[src/rtl/kpn_fire_scheduler_pkg.sv]
// Shared definitions for the KPN firing controller and its helpers.
// Latency: none (types, constants and elaboration-time functions only).
// Backpressure: not applicable.
package kpn_fire_scheduler_pkg;

  // Scheduler phases: idle, arbitrating, firing pulse, waiting for completion.
  typedef enum logic [1:0] {
    ST_IDLE = 2'd0,
    ST_ARB  = 2'd1,
    ST_FIRE = 2'd2,
    ST_WAIT = 2'd3
  } sched_state_t;

  // Width of the completed-firing counter.
  localparam int FIRE_COUNT_W = 16;

  // Bits needed to hold an index in [0, value-1]; never less than one bit.
  function automatic int clog2(input int value);
    int w;
    w = 1;
    while ((1 << w) < value) begin
      w = w + 1;
    end
    return w;
  endfunction

endpackage

[src/rtl/kpn_fire_scheduler_rr_arbiter.sv]
// Combinational round-robin picker: first set request strictly after ptr, with wrap.
// Latency: zero cycles (pure combinational).
// Backpressure: none; grant_valid low when no request is set.
module rr_arbiter
  import kpn_fire_scheduler_pkg::*;
#(
  parameter int NUM_REQ = 4,
  localparam int IDX_W = clog2(NUM_REQ)
) (
  input  logic [NUM_REQ-1:0] eligible,
  input  logic [IDX_W-1:0]   ptr,
  output logic [IDX_W-1:0]   grant_idx,
  output logic               grant_valid
);

  logic [IDX_W-1:0] idx;

  // Walk offsets from farthest to nearest so the nearest eligible index after ptr wins.
  always_comb begin
    grant_idx   = '0;
    grant_valid = 1'b0;
    idx         = '0;
    for (int k = NUM_REQ; k >= 1; k--) begin
      idx = IDX_W'((int'(ptr) + k) % NUM_REQ);
      if (eligible[idx]) begin
        grant_idx   = idx;
        grant_valid = 1'b1;
      end
    end
  end

endmodule

[src/rtl/kpn_fire_scheduler.sv]
// Round-robin firing controller for KPN process nodes; one node in flight, with hang and deadlock flags.
// Latency: eligibility seen in an ARB cycle gives proc_fire next cycle; firing period 2 (done in FIRE) or 3+ cycles.
// Backpressure: a node fires only when all its inputs hold tokens and all its outputs have space.
module kpn_fire_scheduler
  import kpn_fire_scheduler_pkg::*;
#(
  parameter int NUM_PROC        = 4,
  parameter int TIMEOUT_CYCLES  = 64,
  parameter int DEADLOCK_CYCLES = 256
) (
  input  logic                       clk,
  input  logic                       reset,
  input  logic                       enable,
  input  logic [NUM_PROC-1:0]        proc_in_avail,
  input  logic [NUM_PROC-1:0]        proc_out_space,
  input  logic [NUM_PROC-1:0]        proc_done,
  output logic [NUM_PROC-1:0]        proc_fire,
  output logic [clog2(NUM_PROC)-1:0] grant_id,
  output logic                       busy,
  output logic                       timeout_err,
  output logic                       deadlock,
  output logic [FIRE_COUNT_W-1:0]    fire_count
);

  localparam int IDX_W = clog2(NUM_PROC);
  localparam int TMR_W = clog2(TIMEOUT_CYCLES + 1);
  localparam int IDL_W = clog2(DEADLOCK_CYCLES + 1);

  localparam logic [IDX_W-1:0] PTR_RESET = IDX_W'(NUM_PROC - 1);
  localparam logic [TMR_W-1:0] TMR_LIMIT = TMR_W'(TIMEOUT_CYCLES);
  localparam logic [IDL_W-1:0] IDL_LIMIT = IDL_W'(DEADLOCK_CYCLES);
  localparam logic [IDL_W-1:0] IDL_LAST  = IDL_W'(DEADLOCK_CYCLES - 1);

  sched_state_t state, state_nxt;

  logic [NUM_PROC-1:0] eligible;
  logic [NUM_PROC-1:0] fire_vec;
  logic [IDX_W-1:0]    ptr;
  logic [IDX_W-1:0]    arb_idx;
  logic                arb_valid;
  logic [TMR_W-1:0]    timer;
  logic [IDL_W-1:0]    idle_cnt;
  logic                done_granted;
  logic                do_grant;
  logic                do_complete;
  logic                do_timeout;
  logic                do_idle;

  assign eligible     = proc_in_avail & proc_out_space;
  // Only the granted node's done bit means anything; all others are ignored.
  assign done_granted = proc_done[grant_id];

  rr_arbiter #(
    .NUM_REQ(NUM_PROC)
  ) u_rr_arbiter (
    .eligible   (eligible),
    .ptr        (ptr),
    .grant_idx  (arb_idx),
    .grant_valid(arb_valid)
  );

  // State register.
  always_ff @(posedge clk or posedge reset) begin
    if (reset) begin
      state <= ST_IDLE;
    end else begin
      state <= state_nxt;
    end
  end

  // Next-state decode plus single-cycle event strobes consumed by the datapath registers.
  always_comb begin
    state_nxt   = state;
    do_grant    = 1'b0;
    do_complete = 1'b0;
    do_timeout  = 1'b0;
    do_idle     = 1'b0;
    unique case (state)
      ST_IDLE: begin
        if (enable) state_nxt = ST_ARB;
      end
      ST_ARB: begin
        if (!enable) begin
          state_nxt = ST_IDLE;
        end else if (arb_valid) begin
          state_nxt = ST_FIRE;
          do_grant  = 1'b1;
        end else begin
          do_idle = 1'b1;
        end
      end
      ST_FIRE: begin
        // A node may finish within its fire cycle; treat that as a normal completion.
        if (done_granted) begin
          state_nxt   = ST_ARB;
          do_complete = 1'b1;
        end else begin
          state_nxt = ST_WAIT;
        end
      end
      ST_WAIT: begin
        // Done wins over timeout when both land on the same cycle.
        if (done_granted) begin
          state_nxt   = ST_ARB;
          do_complete = 1'b1;
        end else if (timer == TMR_LIMIT) begin
          state_nxt  = ST_ARB;
          do_timeout = 1'b1;
        end
      end
      default: state_nxt = ST_IDLE;
    endcase
  end

  // One-hot decode of the arbiter's pick.
  always_comb begin
    fire_vec          = '0;
    fire_vec[arb_idx] = 1'b1;
  end

  // Registered fire pulse, busy flag and last-granted index.
  always_ff @(posedge clk or posedge reset) begin
    if (reset) begin
      proc_fire <= '0;
      busy      <= 1'b0;
      grant_id  <= '0;
    end else begin
      proc_fire <= do_grant ? fire_vec : '0;
      busy      <= (state_nxt == ST_FIRE) || (state_nxt == ST_WAIT);
      if (do_grant) grant_id <= arb_idx;
    end
  end

  // Round-robin pointer advances to the node that just finished or hung; firing timer starts at 1 in FIRE.
  always_ff @(posedge clk or posedge reset) begin
    if (reset) begin
      ptr   <= PTR_RESET;
      timer <= '0;
    end else begin
      if (do_complete || do_timeout) ptr <= grant_id;
      if (do_grant) begin
        timer <= TMR_W'(1);
      end else if ((state == ST_FIRE) || (state == ST_WAIT)) begin
        timer <= timer + 1'b1;
      end
    end
  end

  // Saturating completion counter and sticky hung-node flag.
  always_ff @(posedge clk or posedge reset) begin
    if (reset) begin
      fire_count  <= '0;
      timeout_err <= 1'b0;
    end else begin
      if (do_complete && (fire_count != {FIRE_COUNT_W{1'b1}})) begin
        fire_count <= fire_count + 1'b1;
      end
      if (do_timeout) timeout_err <= 1'b1;
    end
  end

  // Consecutive no-eligible ARB cycles; saturates at the limit and raises deadlock until a grant or IDLE.
  always_ff @(posedge clk or posedge reset) begin
    if (reset) begin
      idle_cnt <= '0;
      deadlock <= 1'b0;
    end else if ((state == ST_IDLE) || do_grant) begin
      idle_cnt <= '0;
      deadlock <= 1'b0;
    end else if (do_idle) begin
      if (idle_cnt != IDL_LIMIT) idle_cnt <= idle_cnt + 1'b1;
      if (idle_cnt >= IDL_LAST) deadlock <= 1'b1;
    end
  end

endmodule
[config.mk]
export PLATFORM = sky130hd
export DESIGN_NAME = kpn_fire_scheduler
export DESIGN_NICKNAME = d
export VERILOG_FILES = /design/src/rtl/kpn_fire_scheduler_pkg.sv /design/src/rtl/kpn_fire_scheduler_rr_arbiter.sv /design/src/rtl/kpn_fire_scheduler.sv
export SDC_FILE = /design/constraint.sdc
export NUM_CORES = 1
export LEC_CHECK = 0
export CORE_MARGIN = 4
export CORE_UTILIZATION = 50
export DETAILED_ROUTE_END_ITERATION = 16
export PLACE_DENSITY = 0.76
export SYNTH_ARGS = -nofsm -noshare
export SYNTH_HDL_FRONTEND = slang
export SYNTH_SLANG_ARGS = --single-unit
[constraint.sdc]
create_clock -name clk -period 3.8 [get_ports clk]
set_clock_uncertainty 0.05 [all_clocks]
set_input_delay 0.57 -clock clk [delete_from_list [all_inputs] [get_ports clk]]
set_output_delay 0.57 -clock clk [all_outputs]
set_load 0.05 [all_outputs]
# Word level (Yosys, flattened, before mapping)
# Index checks and enable logic that the tools add are counted.
totals:
  regBits: 45
  input_bits: 15
  word_cells: 95
op_classes:
  n_addsub: 7
  order_cmp: 8
  n_eq_ne: 8
  muxes: 47
  bitwise_logic: 1
  reduce_logical: 14
op_table:
  columns: ["op", "count"]
  rows:
  - ["$mux W9", 3]
  - ["$mux W1", 24]
  - ["$mux W2", 10]
  - ["$lt A2 B3 Y1 const B", 6]
  - ["$add A16 B1 Y16 const B", 1]
  - ["$ne A16 B16 Y1 const B", 1]
  - ["$mux W7", 2]
  - ["$bmux W1 S2", 5]
  - ["$add A9 B1 Y9 const B", 1]
  - ["$ge A9 B8 Y1 const B", 1]
  - ["$ne A9 B9 Y1 const B", 1]
  - ["$eq A2 B2 Y1 const B", 4]
  - ["$pmux W2 S4", 1]
  - ["$reduce_bool A2 Y1", 4]
  - ["$add A7 B1 Y7 const B", 1]
  - ["$eq A7 B7 Y1 const B", 1]
  - ["$add A2 B1 Y2 const B", 2]
  - ["$add A2 B2 Y2 const B", 2]
  - ["$and A4 B4 Y4", 1]
  - ["$logic_or A1 B1 Y1", 4]
  - ["$mux W4", 1]
  - ["$reduce_and A2 Y1", 2]
  - ["$demux W1 S2", 1]
  - ["$eq A2 B1 Y1 const B", 1]
  - ["4 further kinds", 5]

# Longest topological paths before layout
# Gate-level depths: netlist of the first run.
depth:
  depth_word: 13
  mapped_depth: 7
  mapped_depth_nobuf: 7

# Cells and area by module
# Synthesis of the first run repeated with hierarchy kept, for this count alone.
unflattened:
  cells_unflattened: 226
  hier_area_um2: 2418.6
by_module_without_submodules:
  columns: ["mod", "instances", "cells_each", "area_each_um2", "seq_area_each_um2"]
  rows:
  - ["kpn_fire_scheduler", 1, 212, 2327.2, 1128.6]
  - ["rr_arbiter", 1, 14, 91.3, 0.0]

# Worst setup path before layout of the first run
# OpenSTA, ideal clock, no wires.
synth_timing:
  kind: "register to register"
  startpoint: "register grant_id[0]"
  endpoint: "register fire_count[7]"
  setup_time_ns: 0.145
  arrival_time_ns: 1.887
  t_required_ns: 3.605
  slack_ns: 1.718
  path_stages_with_launch: 6
  period_less_slack_ns: 2.082
  cell_sequence: "dfrtp_1 mux4_2 and3_1 buf_2 nor3b_2 xor2_1"
synth_via:
  elab_chain_cells: 5
synth_lines:
  columns: ["item", "line_no", "rtl"]
  rows:
  - ["from (decl)", "kpn_fire_scheduler.sv:18", "output logic [clog2(NUM_PROC)-1:0] grant_id,"]
  - ["from (signal assigned)", "kpn_fire_scheduler.sv:130", "if (do_grant) grant_id <= arb_idx;"]
  - ["$bmux W1 S2", "kpn_fire_scheduler.sv:51", "assign done_granted = proc_done[grant_id];"]
  - ["$mux W1 (implied by the code)", "kpn_fire_scheduler.sv:51", null]
  - ["$mux W1", "kpn_fire_scheduler.sv:94, kpn_fire_scheduler.sv:103", null]
  - ["$mux W1", null, null]
  - ["$logic_and A1 B1 Y1", "kpn_fire_scheduler.sv:155", "if (do_complete && (fire_count != {FIRE_COUNT_W{1'b1}})) begin"]
  - ["to (signal assigned)", "kpn_fire_scheduler.sv:156", "fire_count <= fire_count + 1'b1;"]
  - ["to (decl)", "kpn_fire_scheduler.sv:22", "output logic [FIRE_COUNT_W-1:0] fire_count"]
# Every way passes these cells. The select of a mux whose other input is x is not followed.
# A chain may end at the register's enable or synchronous reset.

# Worst setup path in the final report of the first run
layout_timing:
  startpoint: "register fire_count[2]"
  endpoint: "output fire_count[2]"
# No word-level cell between the ends.

==> results of run 1 <==
power breakdown:
part / internal, mW / switching (mW)
Combinational: 0.272 / 0.441
Sequential: 0.577 / 0.130
Clock: 0.148 / 0.151
Total: 0.998 / 0.722
cells in the mapped netlist (4+ instances only):
cell	n	area share
a211oi_1	4	0.013
a21oi_1	14	0.030
and3_1	5	0.013
dfrtp_1	42	0.45
ha_1	6	0.032
inv_1	13	0.021
mux2_2	4	0.019
nand2_1	19	0.030
nand3_1	10	0.021
nand4_1	8	0.021
nor2_1	13	0.021
nor3_1	7	0.015
nor4_1	4	0.011
o21ai_0	7	0.015
or3_1	5	0.013
xnor2_1	7	0.026
xor2_1	11	0.041
cell families (layout without fill, tap and decap cells):
| kind of cell | after synthesis | in the layout |
|---|---|---|
| xor+xnor | 18 | 18 |
| buf+inv | 18 | 62 |
| fa+ha+maj | 6 | 6 |
| flops | 44 | 44 |
| simple gates | 92 | 92 |
| compound gates | 46 | 46 |
| mux | 7 | 7 |
metrics by stage:
| step | power, mW | hold WS [ns] | instances |
|---|---|---|---|
| after floorplan | 1.21 | 0.435 | 231 |
| after global placement | 1.41 | 0.416 | 319 |
| after detailed placement | 1.43 | 0.407 | 319 |
| after CTS | 1.73 | 0.431 | 327 |
| after global routing | 1.83 | 0.463 | 327 |
| final | 1.72 | 0.429 | 327 |
layout make-up:
| class | count | area [um^2] |
|---|---|---|
| well taps | 52 | 65.1 |
| flip-flops and latches | 44 | 1100 |
| inverters | 13 | 48.8 |
| clock buffers | 8 | 90.1 |
| repair buffers | 41 | 405 |
| fillers | 384 | 1570 |
| multi-input cells | 169 | 1160 |
registers in the layout (all words and copies together) (netlist names):
| register | flops |
|---|---|
| fire_count | 16 |
| idle_cnt | 9 |
| timer | 7 |
| proc_fire | 4 |
| grant_id | 2 |
| ptr | 2 |
| busy | 1 |
| deadlock | 1 |
| state | 1 |
| timeout_err | 1 |
final timing paths:
check	start	to	slack, ns	cells after the start
worst max register to register	idle_cnt[0]	idle_cnt[6]	1.70	6
worst max-delay path	fire_count[2]	fire_count[2]	1.58	1
min in group asynchronous	reset	fire_count[9]	0.66	3
worst min register to register	timeout_err	timeout_err	0.43	1
worst min-delay path	timeout_err	timeout_err	0.43	1
max in group asynchronous	reset	ptr[0]	2.66	3
layer usage:
metal	vias to the layer above	global-route usage
li1	936	-
met1	889	0.227
met2	36	0.271
met3	4	0.0544
met4	0	0.0507
met5	-	0
worst reg2reg max path, delay by kind of cell (launching register included):
kind | cells | cell delay, ns
AOI/OAI and AO/OA | 2 | 0.58
adders and majority gates | 1 | 0.21
DFF | 1 | 0.41
and+or+nand+nor | 2 | 0.70
buffers and inverters | 1 | 0.10
==> out/results.ini, run 1 <==
[global_route]
grt_overflow_total=0
grt_start_max_net_pins=45
grt.total_usage=0.172
grt_pass1_vias=1759
grt_pass1_wl_mm=8.11
antenna_found_initial=0

[routing]
avgRoutedWirePerCell_um=14.6
drt-met1-wl_mm=2.29
wirelength_mm=4.76
routed-wl-met3_um=198
wl_met2_mm=2.22
drc=0
drt_iter0_drc=119
avgViaCountPerCell=5.70
drt_pass1_iterations=5
vias=1865
top_layer=met4
final_antenna_net_count=0

[worst_setup_path]
cp-start-kind=register
cp-end-kind=output port
path_max_fanout=7
cp.arrival_ns=1.60
cp_top_family=buffers and inverters
path_class=reg -> out
cpPeakStageDelay_ns=0.85
slowest_stage=clkdlybuf4s50_1
path_cells=clkdlybuf4s50_1
worstPathRequired_ns=3.18
critPathBufInv=1

[cts]
cts_buffer_depth=2
cts_tree=yes
hold_buffers=0
clkSinkCount=44
cts-buffers-inserted=5
cts_resized=0
clock-root-buffer=clkbuf_8
h-tree-depth=2
path_clk_slew_ns=0.08
post_cts_buffers=0
clock_latency_ns=0.29

[synthesis]
synth_ff_type=dfrtp_1
syn_avg_cell_area_um2=10.1
synthDistinctLibCells=52
async_reset_ff_frac=1.00
synth-xor-area-share=0.0673
yosysWarnings=0
syn-cell-area_um2=2340
synth_top_family_by_area=simple AND/OR/NAND/NOR gates
synth_adder_area_share=0.0321
synth_mux_area_frac=0.0374
synth_edf_count=0
synth_compound_gate_area_share=0.131
ys_seq_elements=44
syn_inst=231
synthSimpleGateAreaFrac=0.229
syn-num-nets=252
ys_seq_area_frac=0.471

[place]
place_area_um2=2790
hpwl_mm=3.52
gp_congestion=0.796
post-place-ws_ns=1.32
port_buffers=39

[power]
powerDensity_nw_per_um2=598
irDropWorstVdd_mv=0.382
power_leakage_nw=1.25

[worst_hold_path]
min_path_type=reg -> reg

[timing]
period_share=0.585
setup_slack_ns=1.58
timing.fmax_ghz=0.450
worst_slew_pin_slew_ns=0.756
slew_headroom=0.496
setup-violations-final=0
slew_viol_final=0
min_period_ns=2.22
finalSetupTns_ns=0
rsz0062_at_grt=false
finalHoldViolCount=0

[floorplanning]
fp.dieArea_um2=5840
coreArea_um2=4440
dieWidth_um=76.4
io_pins=40
core.rowCount=24
dieHeight_um=76.4
initial_core_util=0.527

[layout]
diodes=0
finalInstanceArea_um2=2880
drive_above_1_share=0.0836
layout_commonest_cell=dfrtp_1
mostFrequentLayoutCells=dfrtp_1 (42), clkdlybuf4s50_1 (39), nand2_1 (19)
fin_nets=295
utilization=0.647
synthToLayoutAreaGrowth_pct=22.8

[run_status]
outcome=finished, final reports clean

[flow_run]
cap_violations=0

(Power assumes the default switching activity.)
==> run 2, diff against run 1 <==
==> constraint.sdc (replaced) <==
create_clock -name clk -period 2.3 [get_ports clk]
set_clock_uncertainty 0.05 [all_clocks]
set_input_delay 0.345 -clock clk [delete_from_list [all_inputs] [get_ports clk]]
set_output_delay 0.345 -clock clk [all_outputs]
set_load 0.05 [all_outputs]
==> run 2 against run 1 <==
Against the previous run: wire length up 0.78%; cell count is 0.92% higher; clock-buffer cell count unchanged; via count grew 4.5%; sequential cell count unchanged; critical endpoint is now idle_cnt[4]; power rose by 67%; non-clock buffer count rose by 3; worst setup slack got worse by 1.3 ns; critical path depth up 6; register-to-register slack worse by 1.4 ns; largest cell class unchanged; clock power grew 65%.
==> out/results.ini, run 2 (synthesized netlist as in run 1, its figures left out) <==
[place]
hpwl_mm=3.58
port_buffers=39
gp_congestion=0.795

[cts]
h-tree-depth=2
clkSinkCount=44
cts_resized=0
cts_buffer_depth=2
hold_buffers=0
clock-root-buffer=clkbuf_8
clock_latency_ns=0.29
post_cts_buffers=0
cts-buffers-inserted=5
cts_tree=yes
path_clk_slew_ns=0.08

[routing]
vias=1948
drt_iter0_drc=116
drt_pass1_iterations=4
drc=0
wirelength_mm=4.80
avgViaCountPerCell=5.90
final_antenna_net_count=0
avgRoutedWirePerCell_um=14.5

[power]
seqPwrFrac=0.410
irDropWorstVdd_mv=0.751
clkPwrFrac=0.172
p_switching_mw=1.19
p_int_mw=1.68
powerDensity_nw_per_um2=990
power_leakage_nw=1.26
power_frac_comb=0.418
switching_share=0.415

[worst_setup_path]
cp-start-kind=register
path_max_fanout=7
cp.arrival_ns=2.16
path_class=reg -> reg
path_cells=inv_1 -> ha_1 -> nor4bb_1 -> a211o_1 -> buf_4 -> or3_1 -> a21oi_1
slowest_stage=dfrtp_1
worst-r2r-setup-slack_ns=0.30
worstPathRequired_ns=2.46
cp-end-kind=register
cpPeakStageDelay_ns=0.40

[layout]
synthToLayoutAreaGrowth_pct=23.6
mostFrequentLayoutCells=dfrtp_1 (42), clkdlybuf4s50_1 (38), nand2_1 (19)
utilization=0.651
regMostFlops=fire_count
final.fill_count=373
diodes=0
largest_reg_flops=16
layout_commonest_cell=dfrtp_1
reg_top3=fire_count x16, idle_cnt x9, timer x7
multi_input_comb_area_um2=1160
seq_area_um2=1100
fin_nets=298
drive_above_1_share=0.0971

[global_route]
antenna_found_initial=0
grt.total_usage=0.171
grt_pass1_wl_mm=8.36
grt_overflow_total=0
grt_pass1_vias=1857
grt_start_max_net_pins=45

[timing]
rsz0062_at_grt=false
period_share=0.870
finalHoldViolCount=0
slew_headroom=0.589
setup-violations-final=0
finalSetupTns_ns=0
min_period_ns=2.00
slew_viol_final=0
timing.fmax_ghz=0.500
worst_slew_pin_slew_ns=0.617

[run_status]
outcome=finished, final reports clean

[floorplanning]
dieWidth_um=76.4
fp.dieArea_um2=5840
initial_core_util=0.527
coreArea_um2=4440
io_pins=40
core.rowCount=24
dieHeight_um=76.4

[flow_run]
cap_violations=0

[worst_hold_path]
min_path_type=in -> async

-- run 2: power by group through the flow --
stage / Combinational, mW / Clock [mW] / Sequential (mW)
after floorplan: 0.586 / 0 / 1.41
after global placement: 1.17 / 0 / 1.19
after CTS: 1.20 / 0.507 / 1.18
after global routing: 1.30 / 0.540 / 1.21
final: 1.20 / 0.493 / 1.18
after detailed placement: 1.19 / 0 / 1.19
-- run 2: final cells by class --
class,instances,area share
multi-input cells,169,0.401
flip-flops and latches,44,0.381
repair buffers,44,0.147
clock buffers,8,0.0311
well taps,52,0.0225
inverters,13,0.0169
-- run 2: worst paths after layout --
kind | startpoint | endpoint | cells after the start
setup reg to reg | idle_cnt[0] | idle_cnt[4] | 7
setup / recovery | idle_cnt[0] | idle_cnt[4] | 7
hold / removal | reset | idle_cnt[6] | 3
max in group asynchronous | reset | ptr[1] | 3
hold reg to reg | timeout_err | timeout_err | 1
min in group clk | timeout_err | timeout_err | 1
-- run 2: metal layers --
| layer | track usage | wire length (um) |
|---|---|---|
| met3 | 0.0343 | 243 |
| met5 | 0 | 0 |
| met4 | 0.0580 | 72 |
| met2 | 0.290 | 2320 |
| met1 | 0.219 | 2160 |
-- run 2: per-stage QoR --
stage	power [mW]	worst slack, ns	area [um^2]	cells	hold WS [ns]
final	2.86	0.299	2900	330	0.434
after global routing	3.05	0.142	2900	330	0.470
after CTS	2.89	0.287	2900	330	0.440
after detailed placement	2.38	0.161	2810	322	0.407
after global placement	2.36	0.219	2810	322	0.418
after floorplan	2.00	0.218	2340	231	0.412
-- run 2: critical path: cells and delay by family (launching register included) --
family,cells,cell delay [ns]
DFF,1,0.40
buffers and inverters,2,0.29
and+or+nand+nor,2,0.48
adders and majority gates,1,0.20
AOI/OAI and AO/OA,2,0.51
==> run 3, diff against run 2 <==
--- a/config.mk
+++ b/config.mk
@@ -9,6 +9,7 @@
 export CORE_UTILIZATION = 50
 export DETAILED_ROUTE_END_ITERATION = 16
 export PLACE_DENSITY = 0.76
+export SLEW_MARGIN = 20
 export SYNTH_ARGS = -nofsm -noshare
 export SYNTH_HDL_FRONTEND = slang
 export SYNTH_SLANG_ARGS = --single-unit
==> results of run 3 <==
Final layout, timing and power as in run 2 (identical DEF).
